**config.mk**
```make
export PLATFORM = sky130hd
export DESIGN_NAME = fetch_queue_unit
export DESIGN_NICKNAME = d
export VERILOG_FILES = /design/src/rtl/fetch_pkg.sv /design/src/rtl/fetch_fifo.sv /design/src/rtl/fetch_queue_unit.sv
export SDC_FILE = /design/constraint.sdc
export NUM_CORES = 1
export LEC_CHECK = 0
export BUFFER_PORTS_ARGS = -buffer_cell sky130_fd_sc_hd__buf_2
export CORE_MARGIN = 5
export CORE_UTILIZATION = 55
export CTS_CLUSTER_SIZE = 20
export DETAILED_ROUTE_END_ITERATION = 8
export PLACE_DENSITY = 0.82
export SYNTH_ARGS = -nofsm -noshare
export SYNTH_HDL_FRONTEND = slang
export SYNTH_SLANG_ARGS = --single-unit
```
**constraint.sdc**
```tcl
create_clock -name clk -period 5.4 [get_ports clk]
set_clock_uncertainty 0.2 [all_clocks]
set_input_delay 0.27 -clock clk [delete_from_list [all_inputs] [get_ports clk]]
set_output_delay 0.27 -clock clk [all_outputs]
set_load 0.05 [all_outputs]
```
**src/rtl/fetch_pkg.sv**
```systemverilog
// fetch_pkg: shared types and constants for the instruction fetch front end.
package fetch_pkg;
   typedef enum logic {RUN = 1'b0, HALTED = 1'b1} state_t;
   localparam int ADDR_W_DEF = 16;
   localparam int INSTR_W_DEF = 16;
   localparam logic [3:0] HALT_OP = 4'hF;
   localparam logic [15:0] NOP = 16'hA000;
endpackage

```
**src/rtl/fetch_fifo.sv**
```systemverilog
// fetch_fifo: power-of-2 synchronous FIFO with flush and occupancy count.
module fetch_fifo #(
   parameter int W = 8,
   parameter int DEPTH = 4
) (
   input  logic                  clk,
   input  logic                  rst,
   input  logic                  flush,
   input  logic                  push,
   input  logic                  pop,
   input  logic [W-1:0]          din,
   output logic [W-1:0]          dout,
   output logic [$clog2(DEPTH):0] count
);
   localparam int AW = $clog2(DEPTH);
   logic [W-1:0] mem [DEPTH];
   logic [AW-1:0] wr, rd;
   logic do_push, do_pop;
   assign do_pop = pop && count != '0;
   assign do_push = push && (count != (AW+1)'(DEPTH) || do_pop);
   assign dout = mem[rd];
   always_ff @(posedge clk)
      if (do_push) mem[wr] <= din;
   always_ff @(posedge clk or posedge rst)
      if (rst) begin
         wr <= '0;
         rd <= '0;
         count <= '0;
      end else if (flush) begin
         wr <= '0;
         rd <= '0;
         count <= '0;
      end else begin
         wr <= wr + AW'(do_push);
         rd <= rd + AW'(do_pop);
         count <= count + (AW+1)'(do_push) - (AW+1)'(do_pop);
      end
endmodule

```
**src/rtl/fetch_queue_unit.sv**
```systemverilog
// fetch_queue_unit: in-order fetch with decode queue, redirect flush and HLT stop.
// FETCH_BYPASS_EN forwards a response straight to decode when the queue is empty.
module fetch_queue_unit
   import fetch_pkg::*;
#(
   parameter int ADDR_W = ADDR_W_DEF,
   parameter int INSTR_W = INSTR_W_DEF,
   parameter int DEPTH = 4,
   parameter int PC_STEP = 2,
   parameter logic [ADDR_W-1:0] RESET_PC = '0,
   parameter logic [3:0] HALT_OPCODE = HALT_OP
) (
   input  logic                     clk,
   input  logic                     rst,
   output logic                     imem_req,
   output logic [ADDR_W-1:0]        imem_addr,
   input  logic                     imem_gnt,
   input  logic                     imem_rvalid,
   input  logic [INSTR_W-1:0]       imem_rdata,
   input  logic                     redirect_valid,
   input  logic [ADDR_W-1:0]        redirect_pc,
   output logic                     dec_valid,
   input  logic                     dec_ready,
   output logic [INSTR_W-1:0]       dec_instr,
   output logic [ADDR_W-1:0]        dec_pc,
   output logic [ADDR_W-1:0]        dec_pc_inc,
   output logic                     halted,
   output logic [$clog2(DEPTH):0]   occupancy
);
   localparam int OW = $clog2(DEPTH) + 1;
   state_t state;
   logic [ADDR_W-1:0] fetch_pc, a_head, q_pc;
   logic [INSTR_W-1:0] q_instr;
   logic [INSTR_W+ADDR_W-1:0] q_dout;
   logic [OW-1:0] outstanding, drop_cnt;
   logic [OW:0] credit;
   logic q_valid, keep, byp, push, pop, grant;
   // Queued plus in-flight words never exceed DEPTH, so the queue cannot overflow
   assign credit = {1'b0, occupancy} + {1'b0, outstanding};
   assign imem_req = !rst && state == RUN && !redirect_valid && drop_cnt == '0 && credit < (OW+1)'(DEPTH);
   assign imem_addr = fetch_pc;
   assign grant = imem_req && imem_gnt;
   assign keep = imem_rvalid && drop_cnt == '0 && !redirect_valid;
`ifdef FETCH_BYPASS_EN
   assign byp = keep && !q_valid;
`else
   assign byp = 1'b0;
`endif
   assign q_valid = occupancy != '0;
   assign {q_instr, q_pc} = q_dout;
   assign push = keep && !(byp && dec_ready);
   assign pop = q_valid && dec_ready && !redirect_valid;
   assign dec_valid = q_valid || byp;
   assign dec_instr = q_valid ? q_instr : byp ? imem_rdata : '0;
   assign dec_pc = q_valid ? q_pc : byp ? a_head : '0;
   assign dec_pc_inc = dec_pc + ADDR_W'(PC_STEP);
   assign halted = state == HALTED;
   always_ff @(posedge clk or posedge rst)
      if (rst) begin
         state <= RUN;
         fetch_pc <= RESET_PC;
         drop_cnt <= '0;
      end else if (redirect_valid) begin
         state <= RUN;
         fetch_pc <= redirect_pc;
         drop_cnt <= outstanding - OW'(imem_rvalid);
      end else begin
         if (grant) fetch_pc <= fetch_pc + ADDR_W'(PC_STEP);
         if (imem_rvalid && drop_cnt != '0) drop_cnt <= drop_cnt - OW'(1);
         if (keep && imem_rdata[INSTR_W-1 -: 4] == HALT_OPCODE) state <= HALTED;
      end
   fetch_fifo #(.W(INSTR_W + ADDR_W), .DEPTH(DEPTH)) data_q (
      .clk(clk), .rst(rst), .flush(redirect_valid), .push(push), .pop(pop),
      .din({imem_rdata, a_head}), .dout(q_dout), .count(occupancy)
   );
   // Every response, kept or dropped, retires the oldest in-flight address
   fetch_fifo #(.W(ADDR_W), .DEPTH(DEPTH)) addr_q (
      .clk(clk), .rst(rst), .flush(1'b0), .push(grant), .pop(imem_rvalid),
      .din(fetch_pc), .dout(a_head), .count(outstanding)
   );
endmodule

```
==> run_results.csv <==
group,metric,value,unit
pwr,power-per-cell-area,483.6,mW/mm^2
timing,final.period_utilization,76.18,%
logic_synthesis,synth-warning-count,0,
floorplanning,start_util,55.58,%
clock_network,ctsLongestPathBuffers,3,
grt,grt_max_degree,46,
timing,timing_worst_slew_pin_value,1.069,ns
clock_network,cts_tree,"built",
layout,area_delta_synth_final,20.19,%
floorplanning,floorplan.die.width,141.5,um
clock_network,cts_hold_repair.buffers,34,
placed_design,detailedPlacementHpwl,12170,um
grt,grt_remaining_overflow,0,
pwr,seq_power_share,40.2,%
setup_path,criticalPathCategory,"register to primary output",
floorplanning,ios,108,
layout,fill_cells,1118,
setup_path,crit-reg2reg-capture,"addr_q.mem[3][10]",
route,post_drt_wl_per_cell,20.22,um
setup_path,crit_path_start_kind,"register",
clock_network,clk_transition_reported_paths,0.06,ns
floorplanning,fp.dieH,141.5,um
grt,number_of_global_route_vias_before_repair,5625,
pwr,leakagePower,4.246,nW
floorplanning,coreArea,0.01712,mm^2
layout,final_nets,756,
logic_synthesis,post_synth_instance_area,0.009513,mm^2
logic_synthesis,syn_nets,604,
logic_synthesis,post_synth.cell_area_avg,17.36,um^2
clock_network,cts_repair_resize_count,0,
setup_path,worst_setup_path_endpoint,"dec_pc_inc[15]",
route,wirelength,19030,um
logic_synthesis,yosys_register_bits,226,
layout,final_cell_area,0.01143,mm^2
pwr,internal_power,3.587,mW
logic_synthesis,yosysUniqueCellTypes,49,
grt,grt_antenna_before_repair,0,
setup_path,crit_slowest_cell,"sky130_fd_sc_hd__inv_1",
clock_network,cts_root_buffer,"sky130_fd_sc_hd__clkbuf_16",
timing,relSlewSlack,28.75,%
setup_path,reg_to_reg_start,"drop_cnt[0]",
setup_path,crit_path_max_incr_delay,0.64,ns
setup_path,reg2reg_depth,7,
timing,setup-tns-final,0,ns
route,dr.pass1.iters,5,
clock_network,cts.repair_timing.setup_buffer_count,0,
route,dr.first_iter.drc_count,257,
flow_run,maxCapViolCount,0,
setup_path,timing.critical_path.to_type,"primary output",
setup_path,timing.reg2reg.setup_slack,1.91,ns
timing,slew_violations,0,
layout,most_common_library_cell_in_the_layout_ignoring_fill_and_taps,"sky130_fd_sc_hd__edfxtp_1",
floorplanning,dieArea,0.02003,mm^2
placed_design,detailed_place.area,0.01030,mm^2
placed_design,routability_congestion,0.7907,
layout,layout.cells.most_common_list,"sky130_fd_sc_hd__edfxtp_1, sky130_fd_sc_hd__buf_2, sky130_fd_sc_hd__mux4_2",
timing,fmax,0.2431,GHz
route,route.vias.total,5359,
grt,global_router_s_overall_resource_usage,19.54,%
logic_synthesis,sequential_to_total_area_share_from_yosys_stat,69.55,%
setup_path,timing.critical_path.fanout_max,35,
pwr,switching_share,35.13,%
pwr,ir_drop,0.3565,mV
route,antenna_left,0,
layout,diode_count,0,
clock_network,tritoncts_num_sinks,226,
logic_synthesis,synthCells,548,
setup_path,timing.critical_path.cells,"nor3_1 -> buf_4 -> inv_1 -> and2_1 -> ha_1 -> nand2_1 -> o22a_1 -> nor4_4 -> nor3b_2 -> xor2_1 -> buf_2",
route,via_per_inst,5.695,
clock_network,cts_inserted_buffers,23,
floorplanning,std_cell_rows,48,
route,drt_drc_violations_left,0,
outcome,run_status,"finished clean",
clock_network,worst_skew_pair.late_latency,0.49,ns
timing,finalWorstPathRequiredPeriod,4.114,ns
layout,drive_above_1_share,29.05,%
setup_path,timing.critical_path.required,4.93,ns
pwr,combinationalPowerShare,30.2,%
pwr,net-switching-power,1.943,mW
pwr,pwr-share-clk,29.6,%
clock_network,ctsHtreeMaxLevel,1,
timing,final_hold_viol_count,0,
timing,finalSetupViolations,0,
placed_design,buffer_ports.inserted,107,
grt,grt_first_pass_wirelength,30640,um
timing,unrepaired_setup_endpoints_after_global_routing,"no",
setup_path,origin_of_the_worst_setup_path,"data_q.count[1]",
setup_path,data_arrival_critical_path,3.64,ns
hold_path,holdCritPathClass,"input port to register",
worst max-delay path, delay by kind of cell, from the launching register on:
kind            cells  cell delay (ns)
simple gates        5             0.95
compound gates      1             0.29
buf+inv             3             1.08
flops               1             0.47
fa+ha+maj           1             0.23
xor+xnor            1             0.15
through the flow:
step                utilization (%)  std cells  setup slack (ns)  hold slack [ns]  power (mW)
finish                        66.80        941             1.286           0.1754       5.530
global route                  66.80        941            0.9261           0.1983       5.774
CTS                           66.80        941             1.230           0.1430       5.575
detailed placement            60.17        866             1.776           0.1995       3.918
global placement              60.17        866             1.917           0.2028       3.862
floorplan                         -        548            0.5593           0.1689       3.510
routing by layer:
| layer | up-vias | global-route usage (%) | share of wire, % |
|---|---|---|---|
| met5 | - | 0 | 0 |
| met4 | 0 | 4.192 | 1.4 |
| met3 | 27 | 3.202 | 6.3 |
| met2 | 202 | 33.63 | 51 |
| met1 | 2701 | 26.79 | 41 |
| li1 | 2429 | - | - |
registers in the layout, summed over array words and instances (netlist names), 3 cells and up:
name,cells
data_q.mem,128
addr_q.mem,64
imem_addr,16
addr_q.count,3
data_q.count,3
drop_cnt,3
final cells by class:
type	count	area (um^2)	share of cell area (%)
clock buffer	29	628.1	5.494
clock inverter	12	166.4	1.455
inverter	20	77.57	0.6785
multi-input combinational	278	2711	23.71
sequential	226	6618	57.88
tap	225	281.5	2.462
timing repair buffer	151	950.9	8.317
worst min-delay path by stage:
| stage | end | from | cells after the start |
|---|---|---|---|
| 2_1_floorplan | data_q.mem[0][16] | imem_rdata[0] | 0 |
| 3_3_place_gp | halted | rst | 3 |
| 3_5_place_dp | drop_cnt[2] | rst | 3 |
| 4_1_cts | data_q.wr[1] | redirect_valid | 2 |
| 5_1_grt | data_q.count[1] | redirect_valid | 2 |
| 6_report | data_q.count[1] | redirect_valid | 2 |
cells by family (layout without fill, tap and decap cells):
group,after synthesis,in the layout,share of synthesized area [%]
simple gates,137,137,7.944
flops,226,226,69.55
compound gates,38,38,2.552
mux,55,55,12.48
buf+inv,44,212,2.183
fa+ha+maj,18,18,2.525
xor+xnor,30,30,2.762
cell usage after synthesis, drive strengths merged:
master,n,area [um^2]
a211oi,2,15.01
a21o,1,7.510
a21oi,5,25.02
a221o,2,20.02
a221oi,2,17.52
a31oi,2,12.51
and2,28,175.2
and3,5,31.28
and3b,1,8.760
and4,4,35.03
buf,16,100.1
clkbuf,8,30.03
dfrtp,34,850.8
edfxtp,192,5766
fa,2,40.04
ha,16,200.2
inv,20,77.58
mux2,1,11.26
mux2i,5,50.05
mux4,49,1126
nand2,34,127.6
nand2b,1,6.260
nand3,15,75.07
nand3b,5,37.54
nand4,3,18.77
nor2,16,60.06
nor2b,6,37.54
nor3,10,50.05
nor3b,4,35.03
nor4,3,40.04
nor4b,2,17.52
o21ai,18,93.84
o22a,1,8.760
o311ai,2,17.52
o31a,1,8.760
o31ai,1,7.510
o41ai,1,8.760
xnor2,16,140.1
xor2,14,122.6
power groups by stage:
stage / clock network [mW] / logic, mW / registers, mW
floorplan: 0 / 1.29 / 2.22
global placement: 0 / 1.61 / 2.25
detailed placement: 0 / 1.65 / 2.27
CTS: 1.67 / 1.68 / 2.23
global route: 1.75 / 1.77 / 2.25
finish: 1.64 / 1.67 / 2.23
(Power assumes the default switching activity.)
